--- config.mk ---
export PLATFORM = sky130hd
export DESIGN_NAME = wash_sequencer
export DESIGN_NICKNAME = d
export VERILOG_FILES = /design/src/rtl/wash_sequencer.sv
export SDC_FILE = /design/constraint.sdc
export NUM_CORES = 1
export LEC_CHECK = 0
export CORE_AREA = 2 2 68 70
export DETAILED_ROUTE_END_ITERATION = 10
export DIE_AREA = 0 0 70 72
export PLACE_DENSITY = 0.73
export SYNTH_ARGS = -nofsm -noshare
export SYNTH_HDL_FRONTEND = slang
export SYNTH_SLANG_ARGS = --single-unit
--- constraint.sdc ---
create_clock -name clk -period 5.72 [get_ports clk]
set_input_delay 1.144 -clock clk [delete_from_list [all_inputs] [get_ports clk]]
set_output_delay 1.144 -clock clk [all_outputs]
set_load 0.1 [all_outputs]
--- src/rtl/wash_sequencer.sv ---
// Washing-machine program sequencer: fill, alternating wash, drain and spin,
// with level timeouts latched into a sticky FAULT state.
module wash_sequencer #(
  parameter int CNT_W         = 16,
  parameter int FILL_TIMEOUT  = 2000,
  parameter int WASH_TIME     = 6000,
  parameter int RUN_TIME      = 500,
  parameter int PAUSE_TIME    = 100,
  parameter int DRAIN_TIMEOUT = 2000,
  parameter int SPIN_TIME     = 3000
) (
  input  logic       clk,
  input  logic       rst,
  input  logic       start,
  input  logic       abort,
  input  logic       level_full,
  input  logic       level_empty,
  output logic       ctrl_fill,
  output logic       ctrl_release,
  output logic       ctrl_forward,
  output logic       ctrl_reverse,
  output logic       busy,
  output logic       done,
  output logic       fault,
  output logic [2:0] state
);

  typedef enum logic [2:0] {
    S_IDLE  = 3'd0,
    S_FILL  = 3'd1,
    S_FWD   = 3'd2,
    S_PAUSE = 3'd3,
    S_REV   = 3'd4,
    S_DRAIN = 3'd5,
    S_SPIN  = 3'd6,
    S_FAULT = 3'd7
  } state_t;

  localparam logic [CNT_W-1:0] FILL_LAST  = CNT_W'(FILL_TIMEOUT - 1);
  localparam logic [CNT_W-1:0] WASH_LAST  = CNT_W'(WASH_TIME - 1);
  localparam logic [CNT_W-1:0] RUN_LAST   = CNT_W'(RUN_TIME - 1);
  localparam logic [CNT_W-1:0] PAUSE_LAST = CNT_W'(PAUSE_TIME - 1);
  localparam logic [CNT_W-1:0] DRAIN_LAST = CNT_W'(DRAIN_TIMEOUT - 1);
  localparam logic [CNT_W-1:0] SPIN_LAST  = CNT_W'(SPIN_TIME - 1);

  state_t           state_q, state_d;
  logic [CNT_W-1:0] phase_cnt, wash_cnt;
  logic             last_rev;
  logic             aborted;
  logic             done_q, done_d;
  logic             abort_now;
  logic             in_wash;

  assign in_wash = (state_q == S_FWD) || (state_q == S_PAUSE) || (state_q == S_REV);

  always_ff @(posedge clk) begin
    if (rst) begin
      state_q   <= S_IDLE;
      phase_cnt <= '0;
      wash_cnt  <= '0;
      last_rev  <= 1'b0;
      aborted   <= 1'b0;
      done_q    <= 1'b0;
    end else begin
      state_q <= state_d;
      done_q  <= done_d;

      if (state_d != state_q)
        phase_cnt <= '0;
      else if (state_q != S_IDLE && state_q != S_FAULT)
        phase_cnt <= phase_cnt + 1'b1;

      if (state_q == S_FILL && state_d == S_FWD)
        wash_cnt <= '0;
      else if (in_wash)
        wash_cnt <= wash_cnt + 1'b1;

      // Remembers the last run direction so PAUSE knows which way to go next.
      if (state_q == S_FWD)
        last_rev <= 1'b0;
      else if (state_q == S_REV)
        last_rev <= 1'b1;

      if (abort_now)
        aborted <= 1'b1;
      else if (state_d == S_IDLE)
        aborted <= 1'b0;
    end
  end

  always_comb begin
    state_d   = state_q;
    done_d    = 1'b0;
    abort_now = 1'b0;
    case (state_q)
      S_IDLE: begin
        if (start && !abort)
          state_d = S_FILL;
      end
      S_FILL: begin
        if (abort) begin
          state_d   = S_DRAIN;
          abort_now = 1'b1;
        end else if (level_full)
          state_d = S_FWD;
        else if (phase_cnt == FILL_LAST)
          state_d = S_FAULT;
      end
      S_FWD, S_PAUSE, S_REV: begin
        // The overall wash limit outranks the run/pause cadence.
        if (abort) begin
          state_d   = S_DRAIN;
          abort_now = 1'b1;
        end else if (wash_cnt == WASH_LAST)
          state_d = S_DRAIN;
        else if (state_q == S_PAUSE) begin
          if (phase_cnt == PAUSE_LAST)
            state_d = last_rev ? S_FWD : S_REV;
        end else if (phase_cnt == RUN_LAST)
          state_d = S_PAUSE;
      end
      S_DRAIN: begin
        if (level_empty)
          state_d = aborted ? S_IDLE : S_SPIN;
        else if (phase_cnt == DRAIN_LAST)
          state_d = S_FAULT;
      end
      S_SPIN: begin
        if (abort)
          state_d = S_IDLE;
        else if (phase_cnt == SPIN_LAST) begin
          state_d = S_IDLE;
          done_d  = 1'b1;
        end
      end
      S_FAULT: state_d = S_FAULT;
      default: state_d = S_IDLE;
    endcase
  end

  always_comb begin
    ctrl_fill    = 1'b0;
    ctrl_release = 1'b0;
    ctrl_forward = 1'b0;
    ctrl_reverse = 1'b0;
    fault        = 1'b0;
    busy         = (state_q != S_IDLE) && (state_q != S_FAULT);
    done         = done_q;
    state        = state_q;
    case (state_q)
      S_FILL:  ctrl_fill    = 1'b1;
      S_FWD:   ctrl_forward = 1'b1;
      S_REV:   ctrl_reverse = 1'b1;
      S_DRAIN: ctrl_release = 1'b1;
      S_SPIN: begin
        ctrl_release = 1'b1;
        ctrl_forward = 1'b1;
      end
      S_FAULT: begin
        ctrl_release = 1'b1;
        fault        = 1'b1;
      end
      default: ;
    endcase
  end

endmodule

# After elaboration in Yosys (flattened, before gate mapping)
# Cells that the tools add are included.
[word_totals] memories=0 latchBits=0 mem_bits_ro=0 wordCells=67 output_inout_bits=10 ramBits=0 register_bits=38
[classes] shift=0 n_lt_le_gt_ge=0 n_reduce_logical=18 div=0 n_mul=0 bitwise_logic=1 addsub=2 mux=25 eq_ne=15
[op_table] op="2-to-1 mux 3 bit" count=14
[op_table] op="adder 16 x 1 -> 16 bit, second input constant" count=2
[op_table] op="case mux 3 bit (6 select lines)" count=1
[op_table] op="equality test 16 x 11 -> 1 bit, second input constant" count=1
[op_table] op="equality test 16 x 12 -> 1 bit, second input constant" count=1
[op_table] op="equality test 16 x 13 -> 1 bit, second input constant" count=1
[op_table] op="equality test 16 x 7 -> 1 bit, second input constant" count=1
[op_table] op="equality test 16 x 9 -> 1 bit, second input constant" count=1
[op_table] op="equality test 3 bit, second input constant" count=4
[op_table] op="2-to-1 mux 1 bit" count=10
[op_table] op="equality test 3 x 2 -> 1 bit, second input constant" count=3
[op_table] op="OR reduction 3 bit" count=3
[op_table] op="OR reduction 2 bit" count=4
[op_table] op="zero test 3 bit" count=2
[op_table] op="OR reduction 4 bit" count=1
[op_table] op="equality test 3 x 1 -> 1 bit, second input constant" count=1
[op_table] op="logical AND 1 bit" count=3
[op_table] op="inequality test 3 bit" count=1
[op_table] op="inequality test 3 bit, second input constant" count=1
[op_table] op="nonzero test 3 bit" count=1
[op_table] op="logical OR 1 bit" count=2
[op_table] op="nonzero test 2 bit" count=1
[op_table] op="zero test 1 bit" count=1
[op_table] op="NOT 1 bit" count=1

# Logic depth before layout (Yosys ltp)
[logic_depth] depth_word=9 ltp_mapped=10

# Worst setup path after synthesis
# Ideal clock, no wire load.
[synth_path] path_type="register -> output" startpoint="register state_q[1], in the netlist state[1]" endpoint="output port busy" n_path_buf=1 arrival_time_ps=3349 path_stages_with_launch=5 path_slack_ps=1227 path_cell_list="dfxtp_1 > buf_1 > nand3_1 > inv_1 > a21oi_1"
[synth_via] elab_chain_len=2 elab_cells_between_ends=3 cone_classes="eq/ne (1); reduce/logical (2)"
[synth_lines] element="from (decl)" line="46" rtl="state_t state_q, state_d;"
[synth_lines] element="from (signal assigned)" line="65" rtl="state_q <= state_d;"
[synth_lines] element="inequality test 3 bit / nonzero test 3 bit (equally long branches)" line="147" rtl="busy = (state_q != S_IDLE) && (state_q != S_FAULT);"
[synth_lines] element="logical AND 1 bit *" line="147"
[synth_lines] element="to (decl)" line="22" rtl="output logic busy,"
# Mark *: on every way between the ends. The rest lies on a longest branch, timed or not.

# Final worst setup path
[layout_path] startpoint="register state_q[2], in the netlist state[2]" endpoint="output port ctrl_reverse"
[layout_via] elab_chain_len=2
[layout_lines] element="equality test 3 bit" line="150" rtl="case (state_q)"
[layout_lines] element="2-to-1 mux 1 bit" line="150"
[layout_lines] element="to (decl)" line="21" rtl="output logic ctrl_reverse,"
# Every way passes these cells.

==> impl_metrics.json <==
{
  "postSynthAreaPerCell_um2": 8.649,
  "finalHoldViolations": 0,
  "cts_resized": 0,
  "antenna_cells": 0,
  "dieArea_mm2": 0.005040,
  "core_mm2": 0.004264,
  "numCtsBuffers": 5,
  "critPathTopFamily": "buffers and inverters",
  "num_io_pins": 16,
  "crit_type": "reg2out",
  "post-cts-setup-buffer-count": 0,
  "layout_commonest_cell": "dfxtp_1",
  "stdcell_count": 331,
  "hold_buffers": 0,
  "maxCapViolations": 0,
  "root_buffer": "clkbuf_8",
  "r2r-start": "phase_cnt[0]",
  "globalRoute.totalOverflow": 0,
  "setup_viol": 0,
  "syn_area_mm2": 0.002283,
  "vdd_drop_max_uv": 149.2,
  "antenna_found_initial": 0,
  "timing.clock.skew_ns": 0.005333,
  "cts_tree": "built",
  "grt_setup_unrepaired": "no",
  "via_count": 1898,
  "relSlewSlack_pct": 34.92,
  "yosysWarnings": 0,
  "preCtsSetupSlack_ns": 2.102,
  "p_per_area_mw_per_mm2": 262.2,
  "arrival_ns": 2.70,
  "min-delay-start": "last_rev",
  "start_kind": "flop",
  "status": "finished clean",
  "synth-edff-count": 0,
  "fin_crit_ns": 3.845,
  "htreeDepth": 2,
  "fmax_mhz": 260.1,
  "critPathBufInv": 2,
  "critPathLaunch": "state[2]",
  "syn_inst": 264,
  "slowest_stage": "clkdlybuf4s50_1",
  "die_x_um": 70,
  "setup_ws_ns": 1.875,
  "die_h_um": 72,
  "cts_buffer_depth": 2,
  "cpPeakStageDelay_ns": 1.13,
  "num_rows": 24,
  "grt_max_degree": 25,
  "place_congestion": 0.9314,
  "synth_seq_cells": 38,
  "ant_nets": 0,
  "first_pass_iters": 4,
  "portBuffers": 15,
  "area_delta_synth_final_pct": 12.33,
  "nets": 286,
  "cp-end-kind": "primary output",
  "cp_max_fo": 14,
  "required_ns": 4.58,
  "synth_ff_type": "dfxtp_1",
  "syn_nets": 272,
  "routed_wl_um": 4776,
  "via_per_inst": 5.734,
  "leakagePower_nw": 0.9464,
  "fin_util_pct": 60.15,
  "grt_usage_pct": 20.34,
  "clk_pin_slew_worst_paths_ns": 0.07,
  "start_util_pct": 53.55,
  "slew_violations": 0,
  "dp_hpwl_um": 3322,
  "place_inst": 323,
  "layout-drive-gt1-share_pct": 11.83,
  "final_cell_mix": "dfxtp_1 (38), nand2_1 (31), nor2_1 (26)",
  "holdWs_ns": 0.5165,
  "drc_errors": 0,
  "synth.distinct_cells": 52,
  "cts_num_sinks": 38,
  "path_cells": "or3b_2, inv_1, clkdlybuf4s50_1",
  "insertion_delay_ns": 0.30,
  "grt_first_pass_wirelength_um": 8107,
  "hp-class": "reg2reg",
  "async_flop_share_pct": 0,
  "synth-seq-area-share_pct": 33.32,
  "finalCritPeriodShare_pct": 67.22,
  "drt_iter0_markers": 97,
  "tns_ns": 0,
  "wl_per_cell_um": 14.43,
  "tightest_slew_ns": 0.9731,
  "grt_pass1_vias": 1659
}
## tightest hold or removal path, cell delays in order, from the launching register on
cell	delay, ns
dfxtp_1	0.34
nand2b_1	0.08
a21oi_1	0.05
## metal layers
metal | global-route usage, % | vias up | share of wire (%)
met5 | 0 | - | 0
met4 | 9.188 | 0 | 1.8
met3 | 4.167 | 6 | 4.3
met2 | 32.17 | 50 | 46
met1 | 27.01 | 880 | 47
li1 | - | 962 | -
## state kept, by name, summed over array words and instances (netlist names)
name	flops
done	1
last_rev	1
aborted	1
state	3
wash_cnt	16
phase_cnt	16
## power by group
part | internal (W) | switching, W
logic | 0.0000471 | 0.000110
registers | 0.000272 | 0.0000148
clock network | 0.000128 | 0.0000999
## worst paths after layout
kind                       end  slack, ns  depth (start not counted)
setup / recovery  ctrl_reverse       1.88                          3
hold / removal        last_rev       0.52                          2
setup reg to reg  wash_cnt[10]       2.56                          8
hold reg to reg       last_rev       0.52                          2
## cell families (layout without fill, tap and decap cells)
group                      count (synthesis)  count (layout)  share of synthesized area, %
AOI/OAI and AO/OA                         28              28                         10.41
buffers and inverters                     19              34                         3.835
and+or+nand+nor                          144             144                         38.52
adders and majority gates                  2               2                         1.096
xor gates and xnor gates                  30              30                         11.51
DFF                                       38              38                         33.32
muxes                                      3               3                         1.315
## cell usage after synthesis (2+ instances only)
master,number,area share (%)
a211oi_1,3,0.99
or4_1,2,0.66
inv_1,10,1.6
nor2_1,26,4.3
mux2i_1,3,1.3
a21oi_1,6,1.3
ha_1,2,1.1
a21bo_1,2,0.88
nor4bb_1,2,0.88
o22ai_1,2,0.55
and4_1,2,0.77
dfxtp_1,38,33
nor4_4,3,2.8
nor3b_1,2,0.66
clkbuf_1,5,0.82
xor2_1,16,6.1
nand4_1,10,2.7
nor3_2,10,4.4
nand3_1,15,3.3
o21ai_0,4,0.88
or3_1,4,1.1
nand2b_1,4,1.1
and3_1,6,1.6
and2_1,3,0.82
nor2b_1,3,0.82
or4b_2,2,0.88
buf_6,2,0.99
nand2_1,31,5.1
nor4_1,2,0.55
xnor2_1,14,5.4
nor3b_4,2,1.6
nor3_1,8,1.8
## final cells by class
class,instances,area [um2]
Fill cell,383,1699
Clock buffer,5,68.82
Sequential cell,38,760.7
Timing Repair Buffer,16,157.7
Clock inverter,3,40.04
Inverter,10,37.54
Multi-Input combinational cell,207,1435
Tap cell,52,65.06
## through the flow
stage	total power (W)	cell area, um2
2_1_floorplan	0.0004183	2283
3_3_place_gp	0.0004494	2456
3_5_place_dp	0.0004499	2456
4_1_cts	0.0006783	2565
5_1_grt	0.0006987	2565
6_report	0.0006724	2565
No activity file was read; power rests on OpenSTA's default activity.
